File: config.mk
export PLATFORM = sky130hd
export DESIGN_NAME = rv_if_fetch_queue
export DESIGN_NICKNAME = d
export VERILOG_FILES = /design/src/rtl/rv_if_fetch_queue.sv
export SDC_FILE = /design/constraint.sdc
export NUM_CORES = 1
export LEC_CHECK = 0
export CAP_MARGIN = 20
export CORE_MARGIN = 3
export CORE_UTILIZATION = 56
export CTS_BUF_LIST = sky130_fd_sc_hd__clkbuf_16
export DETAILED_ROUTE_END_ITERATION = 10
export PLACE_DENSITY = 0.8
export SLEW_MARGIN = 20
export SYNTH_ARGS = -nofsm -noshare
export SYNTH_HDL_FRONTEND = slang
export SYNTH_SLANG_ARGS = --single-unit
File: constraint.sdc
create_clock -name i_ifq_clk -period 4.62 [get_ports i_ifq_clk]
set_clock_uncertainty 0.1 [all_clocks]
set_input_delay 0.924 -clock i_ifq_clk [delete_from_list [all_inputs] [get_ports i_ifq_clk]]
set_output_delay 0.924 -clock i_ifq_clk [all_outputs]
set_load 0.03 [all_outputs]
File: src/rtl/rv_if_fetch_queue.sv
// Instruction-fetch front end: sequential PC requests, in-order variable-latency responses,
// DEPTH-entry fetch queue towards ID. Optional same-cycle response bypass: RV_IFQ_BYPASS_EN.
module rv_if_fetch_queue #(
    parameter int              XLEN    = 32,
    parameter int              DEPTH   = 4,
    parameter logic [XLEN-1:0] INIT_PC = {XLEN{1'b0}}
) (
    input  logic                       i_ifq_clk,
    input  logic                       i_ifq_rst,
    input  logic                       i_ifq_redirect,
    input  logic [XLEN-1:0]            i_ifq_redirect_pc,
    output logic                       o_ifq_imem_req_valid,
    output logic [XLEN-1:0]            o_ifq_imem_req_addr,
    input  logic                       i_ifq_imem_req_ready,
    input  logic                       i_ifq_imem_rsp_valid,
    input  logic [31:0]                i_ifq_imem_rsp_data,
    output logic                       o_ifq_id_valid,
    output logic [XLEN-1:0]            o_ifq_id_pc,
    output logic [31:0]                o_ifq_id_instr,
    input  logic                       i_ifq_id_ready,
    output logic [$clog2(DEPTH):0]     o_ifq_count
);

    localparam int AW = $clog2(DEPTH);
    localparam int PW = AW + 1;
    localparam logic [PW-1:0]   PTR_ONE = {{AW{1'b0}}, 1'b1};
    localparam logic [PW:0]     DEPTH_C = (PW+1)'(DEPTH);
    localparam logic [XLEN-1:0] PC_STEP = {{(XLEN-3){1'b0}}, 3'b100};

    logic [XLEN-1:0] fetch_pc_q, fetch_pc_d;
    logic [PW-1:0]   wptr_q, wptr_d;
    logic [PW-1:0]   fptr_q, fptr_d;
    logic [PW-1:0]   rptr_q, rptr_d;
    logic [PW-1:0]   drop_q, drop_d;
    logic [XLEN-1:0] pc_q    [DEPTH];
    logic [31:0]     instr_q [DEPTH];

    logic [PW-1:0]   count_s;
    logic [PW-1:0]   inflight_s;
    logic [PW:0]     occ_s;
    logic            req_valid_s;
    logic            req_fire_s;
    logic            rsp_drop_s;
    logic            rsp_fill_s;
    logic            id_valid_s;
    logic            consume_s;
    logic            bypass_s;
    logic [XLEN-1:0] id_pc_s;
    logic [31:0]     id_instr_s;

    // Handshake qualification and ID-side presentation.
    always_comb begin
        count_s     = wptr_q - rptr_q;
        inflight_s  = wptr_q - fptr_q;
        occ_s       = {1'b0, count_s} + {1'b0, drop_q};
        req_valid_s = !i_ifq_redirect && (occ_s < DEPTH_C);
        req_fire_s  = req_valid_s && i_ifq_imem_req_ready;
        // Responses with nothing outstanding match neither term and are ignored.
        rsp_drop_s  = i_ifq_imem_rsp_valid && (drop_q != {PW{1'b0}});
        rsp_fill_s  = i_ifq_imem_rsp_valid && (drop_q == {PW{1'b0}}) && (wptr_q != fptr_q);
`ifdef RV_IFQ_BYPASS_EN
        bypass_s    = rsp_fill_s && (rptr_q == fptr_q);
`else
        bypass_s    = 1'b0;
`endif
        id_valid_s  = !i_ifq_redirect && ((rptr_q != fptr_q) || bypass_s);
        consume_s   = id_valid_s && i_ifq_id_ready;
        id_pc_s     = pc_q[rptr_q[AW-1:0]];
        if (bypass_s) begin
            id_instr_s = i_ifq_imem_rsp_data;
        end else begin
            id_instr_s = instr_q[rptr_q[AW-1:0]];
        end
    end

    // Next-state for pointers, fetch PC and the count of responses still to be discarded.
    always_comb begin
        fetch_pc_d = fetch_pc_q;
        wptr_d     = wptr_q;
        fptr_d     = fptr_q;
        rptr_d     = rptr_q;
        drop_d     = drop_q;
        if (i_ifq_redirect) begin
            wptr_d     = {PW{1'b0}};
            fptr_d     = {PW{1'b0}};
            rptr_d     = {PW{1'b0}};
            fetch_pc_d = i_ifq_redirect_pc;
            // Every unfilled request becomes a drop, except one being answered right now.
            drop_d     = drop_q + inflight_s - {{AW{1'b0}}, (rsp_drop_s || rsp_fill_s)};
        end else begin
            if (req_fire_s) begin
                wptr_d     = wptr_q + PTR_ONE;
                fetch_pc_d = fetch_pc_q + PC_STEP;
            end else begin
                wptr_d     = wptr_q;
            end
            if (rsp_drop_s) begin
                drop_d = drop_q - PTR_ONE;
            end else if (rsp_fill_s) begin
                fptr_d = fptr_q + PTR_ONE;
            end else begin
                drop_d = drop_q;
            end
            if (consume_s) begin
                rptr_d = rptr_q + PTR_ONE;
            end else begin
                rptr_d = rptr_q;
            end
        end
    end

    // State registers and entry storage.
    always_ff @(posedge i_ifq_clk) begin
        if (i_ifq_rst) begin
            fetch_pc_q <= INIT_PC;
            wptr_q     <= {PW{1'b0}};
            fptr_q     <= {PW{1'b0}};
            rptr_q     <= {PW{1'b0}};
            drop_q     <= {PW{1'b0}};
            for (int i = 0; i < DEPTH; i++) begin
                pc_q[i]    <= {XLEN{1'b0}};
                instr_q[i] <= 32'h0000_0000;
            end
        end else begin
            fetch_pc_q <= fetch_pc_d;
            wptr_q     <= wptr_d;
            fptr_q     <= fptr_d;
            rptr_q     <= rptr_d;
            drop_q     <= drop_d;
            if (req_fire_s) begin
                pc_q[wptr_q[AW-1:0]] <= fetch_pc_q;
            end
            if (rsp_fill_s && !i_ifq_redirect) begin
                instr_q[fptr_q[AW-1:0]] <= i_ifq_imem_rsp_data;
            end
        end
    end

    assign o_ifq_imem_req_valid = req_valid_s;
    assign o_ifq_imem_req_addr  = fetch_pc_q;
    assign o_ifq_id_valid       = id_valid_s;
    assign o_ifq_id_pc          = id_pc_s;
    assign o_ifq_id_instr       = id_instr_s;
    assign o_ifq_count          = count_s;

endmodule

* Yosys cells after proc, flatten, opt, wreduce, memory -nomap -nowiden
Memory sizes are Yosys's and may differ from the RTL's. A register that Yosys moved wholly into a read port is not among the register bits. Index checks and enable logic that the tools add are counted.
Storage, ports and cells: bits in registers 44, output and inout bits 101, logic and storage cells 61, RAM bits 256, memories 2
Operators by class: equality and inequality tests 2, multiplexer cells 22, bitwise gates (word level) 1, add/sub/neg operators 10, order comparisons 1, reduce and logical (&&, ||, !) cells 18
Memories:
- instr_q | depth 4, width 32, rd ports 1, clocked after memory_dff 1, wr ports 4, line 36 | logic [31:0] instr_q [DEPTH];
- pc_q | depth 4, width 32, rd ports 1, clocked after memory_dff 1, wr ports 4, line 35 | logic [XLEN-1:0] pc_q [DEPTH];
Operators by type and width (count):
- 2-to-1 mux 32 bit | 4
- OR reduction 32 bit | 2
- adder 32 x 3 -> 32 bit (second input constant) | 1
- 2-to-1 mux 2 bit | 6
- 2-to-1 mux 1 bit | 10
- adder 3 x 1 -> 3 bit (second input constant) | 3
- logical AND 1 bit | 8
- 2-to-1 mux 3 bit | 2
- != test 3 bit | 2
- subtractor 3 bit | 2
- adder 3 x 3 -> 4 bit | 1
- less-than comparator 4 x 3 -> 1 bit (second input constant) | 1
- nonzero test 2 bit | 2
- adder 3 bit | 1
- zero test 3 bit | 1
- nonzero test 3 bit | 1
- subtractor 3 x 1 -> 3 bit | 1
- subtractor 3 x 1 -> 3 bit (second input constant) | 1
- AND reduction 2 bit | 1
- OR reduction 2 bit | 1
- zero test 1 bit | 1
- logical OR 1 bit | 1
- inverter 1 bit | 1

* Longest topological paths before layout
Gate-level depths: netlist of run 1.
word-level depth 10, gate-level depth with buffers 16, depth with buffers taken out 15

* Worst setup path after synthesis of run 1
OpenSTA, ideal clock, no wires.
path type register to register, from register wptr_q[0], to memory pc_q[0][0] (enable), clock period less this slack 4.457 ns, data required time 4.145 ns, data arrival time 3.982 ns, slack 0.163 ns, stages on the path, launching flop included 15, path through dfxtp_1 -> buf_2 -> inv_1 -> ha_1 -> inv_1 -> fa_1 -> xor2_1 -> xnor2_1 -> ha_1 -> or4b_4 -> buf_6 -> nor2_2 -> nand2_1 -> nor3_2 -> or2_2
RTL lines:
- from (decl) | line 31 | logic [PW-1:0] wptr_q, wptr_d;
- from (signal assigned) | line 116 | wptr_q <= {PW{1'b0}};
- from (signal assigned) | line 126 | wptr_q <= wptr_d;
- to (decl) | line 35

* Worst setup path in the final report of run 1
from register wptr_q[0], to output o_ifq_imem_req_valid
On the way: word-level cells in the longest chain between the ends 4
RTL lines:
- subtractor 3 bit | line 53 | count_s = wptr_q - rptr_q;
- adder 3 x 3 -> 4 bit | line 55 | occ_s = {1'b0, count_s} + {1'b0, drop_q};
- less-than comparator 4 x 3 -> 1 bit | line 56 | req_valid_s = !i_ifq_redirect && (occ_s < DEPTH_C);
- logical AND 1 bit | line 56
- to (decl) | line 12 | output logic o_ifq_imem_req_valid,
Every way passes these cells.

==> results of run 1 <==
-- layer usage --
layer | track usage | up-vias | wire, um
met2 | 0.409 | 374 | 15900
li1 | - | 3841 | -
met4 | 0.0730 | 0 | 847
met3 | 0.0333 | 64 | 2310
met1 | 0.334 | 4212 | 12900
met5 | 0 | - | 0
-- stage by stage --
step | hold WS (ns) | total power [mW] | util
floorplan | 0.391 | 3.57 | -
global placement | 0.425 | 3.88 | 0.665
detailed placement | 0.439 | 3.89 | 0.665
CTS | 0.454 | 6.06 | 0.701
global route | 0.474 | 6.22 | 0.701
finish | 0.452 | 6.04 | 0.701
-- worst min path at each step --
stage                                                       to                                 start  depth (start not counted)  slack (ns)
after floorplan                                           flop                rptr_q[1]$_SDFFE_PP0P_                          2        0.39
after global placement                                    flop                rptr_q[1]$_SDFFE_PP0P_                          2        0.42
after global routing      o_ifq_imem_req_addr[30]$_SDFFE_PP0P_  o_ifq_imem_req_addr[30]$_SDFFE_PP0P_                          2        0.47
final                                                     flop                rptr_q[1]$_SDFFE_PP0P_                          2        0.45
after detailed placement  o_ifq_imem_req_addr[30]$_SDFFE_PP0P_  o_ifq_imem_req_addr[30]$_SDFFE_PP0P_                          2        0.44
after CTS                                                 flop                rptr_q[1]$_SDFFE_PP0P_                          2        0.45
-- synth_stat cells, drive strengths merged (4+ instances only) --
cell	number	share of area
edfxtp	256	0.56
and2	190	0.086
and3	66	0.030
mux4	64	0.10
clkbuf	56	0.015
dfxtp	46	0.067
nor2	43	0.012
xor2	33	0.021
nand2	29	0.0079
a211oi	19	0.011
buf	15	0.0054
nand3	15	0.0055
inv	13	0.0035
nand4	12	0.0066
xnor2	12	0.0076
a21oi	10	0.0036
ha	10	0.0091
nor3	9	0.0059
nor4	9	0.0066
or2	8	0.0036
fa	5	0.0073
nor3b	4	0.0022
o22ai	4	0.0018
-- timing repair --
item,in CTS,in global routing
setup buffers,0,0
setup endpoints to repair,1,1
hold endpoints to repair,0,0
resized for setup,1,2
pin swaps,0,0
-- flip-flops by register name, indices dropped and copies added, names as in the netlist, named ones only --
| register | count |
|---|---|
| pc_q | 128 |
| rptr_q | 3 |
| fptr_q | 3 |
| wptr_q | 3 |
| instr_q | 128 |
| o_ifq_imem_req_addr | 32 |
| drop_q | 3 |
-- cell families after synthesis --
| family | after synthesis | synth area share |
|---|---|---|
| buf+inv | 84 | 0.0244 |
| simple gates | 397 | 0.174 |
| mux | 68 | 0.108 |
| fa+ha+maj | 15 | 0.0164 |
| flops | 302 | 0.626 |
| compound gates | 44 | 0.0227 |
| xor+xnor | 45 | 0.0287 |
-- area by class of cell --
cell class	instances	area [sq um]	area share
Clock inverter	22	145	0.00869
Multi-Input combinational cell	569	4820	0.289
Clock buffer	29	726	0.0434
Sequential cell	302	8610	0.516
Timing Repair Buffer	196	1950	0.117
Tap cell	319	399	0.0239
Inverter	13	48.8	0.00292
-- critical path, delay by kind of cell, from the launching register on --
kind	cells	cell delay, ns
XOR/XNOR	2	0.38
adder cells (fa/ha/maj)	3	0.84
buffers and inverters	3	0.50
flip-flops	1	0.41
AND/OR/NAND/NOR	2	0.61
-- power by group through the flow --
stage	Combinational, mW	Clock (mW)	Sequential [mW]
4_1_cts	0.673	2.22	3.17
3_5_place_dp	0.669	0	3.22
3_3_place_gp	0.660	0	3.22
2_1_floorplan	0.354	0	3.22
6_report	0.671	2.20	3.17
5_1_grt	0.716	2.32	3.18
==> impl_metrics.yaml, run 1 <==
clock_network:
  cts-hold-fix-buffers: 0
  max-clock-path-buffers: 3
  clock-sinks: 302
  cts_tree: "built"
  cts.clk_slew.worst_paths_ns: 0.06
  clk_latency_ns: 0.53
  cts_buffers: 29
  root_buffer: "clkbuf_16"
  htree_num_levels: 1
finish:
  synthToLayoutAreaGrowth_pct: 21.5
  final_cells: 1450
  final_area_sq_um: 16700
  layout_commonest_cell: "edfxtp_1"
  num-fill-cells: 1597
  final_nets: 1196
  drive_gt1_frac: 0.140
  diodes: 0
  final_cell_mix: "256 x edfxtp_1, 190 x and2_1, 168 x clkdlybuf4s50_1"
timing:
  timing.final.hold_violations: 0
  setup_viol: 0
  min_period_ns: 4.29
  setup_tns_ns: 0
  min_period_over_period: 0.928
  maxSlewHeadroom: 0.392
  drv_slew: 0
  worstMarginPinSlew_ns: 0.912
  clock.fmax_mhz: 233
  setup_slack_ns: 0.331
  rsz0062_at_grt: "no"
logic_synthesis:
  synth_area_per_cell_sq_um: 14.4
  synthFlopType: "edfxtp_1"
  syn_nets: 1040
  synthArstFlopShare: 0
  ys_types: 53
  ys_seq_area_frac: 0.626
  syn_area_sq_um: 13800
  ys_ff_latch: 302
  synthCells: 955
  synth-edff-count: 256
  yosysWarnings: 0
drt:
  firstDrtPassIters: 5
  drt_wl_total_um: 32000
  vias_per_cell: 5.86
  drtIter0Drc: 696
  vias: 8491
  drc: 0
  wl_per_cell_um: 22.0
  ant_nets: 0
global_route:
  first_global_vias: 8771
  grt_pass1_wl_um: 49900
  grtUsageTotal: 0.243
  grt_start_max_net_pins: 60
  antenna_found_initial: 0
  grt_overflow: 0
critical_path:
  rr_worst_depth: 13
  max_stage_delay_ns: 0.51
  cp-endpoint: "o_ifq_imem_req_valid"
  critPathRequiredTime_ns: 3.60
  r2r_end: "pc_q[2][0]$_SDFFCE_PN0P_"
  path_cells: "inv_1 > ha_1 > inv_1 > fa_1 > xor2_1 > xnor2_1 > ha_1 > or4_1 > nor2_1 > clkbuf_2"
  r2r-start: "wptr_q[0]$_SDFFE_PP0P_"
  cp_max_fo: 9
  setup.worst_path.start: "wptr_q[0]$_SDFFE_PP0P_"
  cp.arrival_ns: 3.26
  regToRegSetupSlack_ns: 0.49
  critical_path_class: "flop to output port"
  slowest_stage: "or4_1"
  crit_path_start_kind: "flop"
  endpoint_kind: "output port"
power_and_ir_drop:
  p_seq_frac: 0.525
  p_int_mw: 4.61
  ir_worst_vdd_v: 0.000217
  leakage_nw: 6.21
  switching_share: 0.237
  combPwrFrac: 0.111
  clkPwrFrac: 0.364
  p_sw_mw: 1.43
  p_per_area_nw_per_um2: 362
floorplan:
  start_util: 0.577
  die_w_um: 163
  fp.dieArea_sq_um: 26500
  die_h_um: 163
  core_area_sq_um: 23800
  ios: 171
  num_rows: 56
place:
  place_ws_ns: 0.375
  dpl_cell_area_sq_um: 15800
  dpl.hpwl_um: 19600
  port_buffers: 170
  placed_cells: 1399
  finalWeightedCongestion: 0.845
outcome:
  status: "complete, no violations"
worst_hold_path:
  hp-class: "flop to flop"
flow_run:
  drv_cap: 0
Note: power is estimated with default switching activity, not from simulation.
==> run 2: changes to the inputs <==
--- a/config.mk
+++ b/config.mk
@@ -7,10 +7,11 @@
 export LEC_CHECK = 0
 export CAP_MARGIN = 20
 export CORE_MARGIN = 3
-export CORE_UTILIZATION = 56
+export CORE_UTILIZATION = 60
 export CTS_BUF_LIST = sky130_fd_sc_hd__clkbuf_16
+export CTS_CLUSTER_DIAMETER = 60
 export DETAILED_ROUTE_END_ITERATION = 10
-export PLACE_DENSITY = 0.8
+export PLACE_DENSITY = 0.85
 export SLEW_MARGIN = 20
 export SYNTH_ARGS = -nofsm -noshare
 export SYNTH_HDL_FRONTEND = slang
==> constraint.sdc (replaced) <==
create_clock -name i_ifq_clk -period 5 [get_ports i_ifq_clk]
set_clock_uncertainty 0.1 [all_clocks]
set_input_delay 1 -clock i_ifq_clk [delete_from_list [all_inputs] [get_ports i_ifq_clk]]
set_output_delay 1 -clock i_ifq_clk [all_outputs]
set_load 0.03 [all_outputs]
==> impl_metrics.yaml, run 2 (synthesis results as in run 1) <==
outcome:
  status: "complete, no violations"
critical_path:
  cp.arrival_ns: 3.66
  critical_path_class: "flop to output port"
  r2r_end: "pc_q[2][1]$_SDFFCE_PN0P_"
  crit_path_start_kind: "flop"
  endpoint_kind: "output port"
  path_cells: "inv_1 > ha_1 > inv_1 > fa_1 > xor2_1 > xnor2_1 > ha_1 > or4_1 > nor2_1 > clkdlybuf4s50_1"
  max_stage_delay_ns: 0.68
  critPathRequiredTime_ns: 3.90
  cp_max_fo: 9
  slowest_stage: "clkdlybuf4s50_1"
  regToRegSetupSlack_ns: 0.77
  r2r-start: "wptr_q[0]$_SDFFE_PP0P_"
  rr_worst_depth: 13
worst_hold_path:
  hp-class: "flop to flop"
  whs_path_depth: 2
  min_from: "rptr_q[1]$_SDFFE_PP0P_"
timing:
  drv_slew: 0
  rsz0062_at_grt: "no"
  setup_viol: 0
  clock.fmax_mhz: 210
  setup_tns_ns: 0
  setup_slack_ns: 0.243
  timing.final.hold_violations: 0
  worstMarginPinSlew_ns: 0.712
  min_period_over_period: 0.951
  min_period_ns: 4.76
  maxSlewHeadroom: 0.526
clock_network:
  clock-sinks: 302
  root_buffer: "clkbuf_16"
  ctsResizeCount: 0
  cts-hold-fix-buffers: 0
  htree_num_levels: 1
  cts_setup_buffers: 0
  max-clock-path-buffers: 3
  cts_buffers: 29
  cts_tree: "built"
  clk_latency_ns: 0.54
  cts.clk_slew.worst_paths_ns: 0.07
power_and_ir_drop:
  p_sw_mw: 1.34
  clkPwrFrac: 0.373
  p_seq_frac: 0.518
  p_per_area_nw_per_um2: 339
  p_int_mw: 4.31
  leakage_nw: 6.22
  combPwrFrac: 0.109
  ir_worst_vdd_v: 0.000218
  switching_share: 0.237
finish:
  final_cell_mix: "256 x edfxtp_1, 190 x and2_1, 169 x clkdlybuf4s50_1"
  synthToLayoutAreaGrowth_pct: 21.2
  diodes: 0
  layout_commonest_cell: "edfxtp_1"
  final_nets: 1198
  drive_gt1_frac: 0.144
global_route:
  antenna_found_initial: 1
  grt_start_max_net_pins: 53
  grt_pass1_wl_um: 50100
  grtUsageTotal: 0.262
  first_global_vias: 8924
  grt_overflow: 0
place:
  place_ws_ns: 0.598
  port_buffers: 170
  finalWeightedCongestion: 0.835
  dpl.hpwl_um: 20000
floorplan:
  die_w_um: 157
  die_h_um: 157
  ios: 171
  num_rows: 54
  start_util: 0.620
  fp.dieArea_sq_um: 24800
  core_area_sq_um: 22200
flow_run:
  drv_cap: 0
drt:
  ant_nets: 0
  drtIter0Drc: 588
  wl_per_cell_um: 22.7
  vias_per_cell: 6.06
  firstDrtPassIters: 5
  vias: 8576
  drc: 0
  drt_wl_total_um: 32100
[run 2: metal layers]
layer	wire length, um	track usage	vias to the layer above
met3	2590	0.0451	79
met4	1100	0.0950	2
met1	12400	0.356	4255
met5	7	0	-
li1	-	-	3848
met2	16000	0.433	392
[run 2: power groups by stage]
| stage | sequential, mW | clock, mW | combinational (mW) |
|---|---|---|---|
| floorplan | 2.98 | 0 | 0.327 |
| global placement | 2.97 | 0 | 0.600 |
| detailed placement | 2.98 | 0 | 0.610 |
| CTS | 2.93 | 2.13 | 0.614 |
| global route | 2.94 | 2.24 | 0.650 |
| finish | 2.93 | 2.11 | 0.614 |
[run 2: worst max-delay path by stage]
stage / endpoint / slack (ns) / depth (start not counted) / start
finish: o_ifq_imem_req_valid / 0.24 / 10 / wptr_q[0]$_SDFFE_PP0P_
global route: o_ifq_imem_req_valid / 0.08 / 10 / wptr_q[0]$_SDFFE_PP0P_
CTS: o_ifq_imem_req_valid / 0.14 / 10 / wptr_q[0]$_SDFFE_PP0P_
detailed placement: drop_q[2]$_SDFFE_PP0P_ / 0.60 / 13 / i_ifq_imem_rsp_valid
global placement: drop_q[2]$_SDFFE_PP0P_ / 0.64 / 13 / i_ifq_imem_rsp_valid
floorplan: pc_q[0][0]$_SDFFCE_PN0P_ / 0.54 / 14 / wptr_q[0]$_SDFFE_PP0P_
[run 2: metrics by stage]
step           hold WS (ns)  instance area [sq um]  total power [mW]  instances   util
6_report              0.441                  16700              5.65       1415  0.752
2_1_floorplan         0.391                  13800              3.30        955      -
3_5_place_dp          0.439                  15800              3.59       1362  0.711
3_3_place_gp          0.429                  15800              3.57       1362  0.711
4_1_cts               0.456                  16700              5.67       1415  0.752
5_1_grt               0.497                  16700              5.83       1415  0.752
[run 2: critical path: cells and delay by family (launching register included)]
| family | cells | cell delay (ns) |
|---|---|---|
| and+or+nand+nor | 2 | 0.63 |
| adders and majority gates | 3 | 0.83 |
| xor gates and xnor gates | 2 | 0.37 |
| DFF | 1 | 0.38 |
| buffers and inverters | 3 | 0.90 |
[run 2: final cells by class]
type / count / area [sq um]
Multi-Input combinational cell: 569 / 4820
Clock buffer: 29 / 726
Timing Repair Buffer: 198 / 1920
Fill cell: 1320 / 5490
Tap cell: 280 / 350
Inverter: 13 / 48.8
Clock inverter: 24 / 185
Sequential cell: 302 / 8610
==> run 3: changes to the inputs <==
--- a/config.mk
+++ b/config.mk
@@ -5,6 +5,7 @@
 export SDC_FILE = /design/constraint.sdc
 export NUM_CORES = 1
 export LEC_CHECK = 0
+export ABC_CLOCK_PERIOD_IN_PS = 5000
 export CAP_MARGIN = 20
 export CORE_MARGIN = 3
 export CORE_UTILIZATION = 60
==> results of run 3 <==
The final DEF is identical to that of run 2; final timing and power are the same.
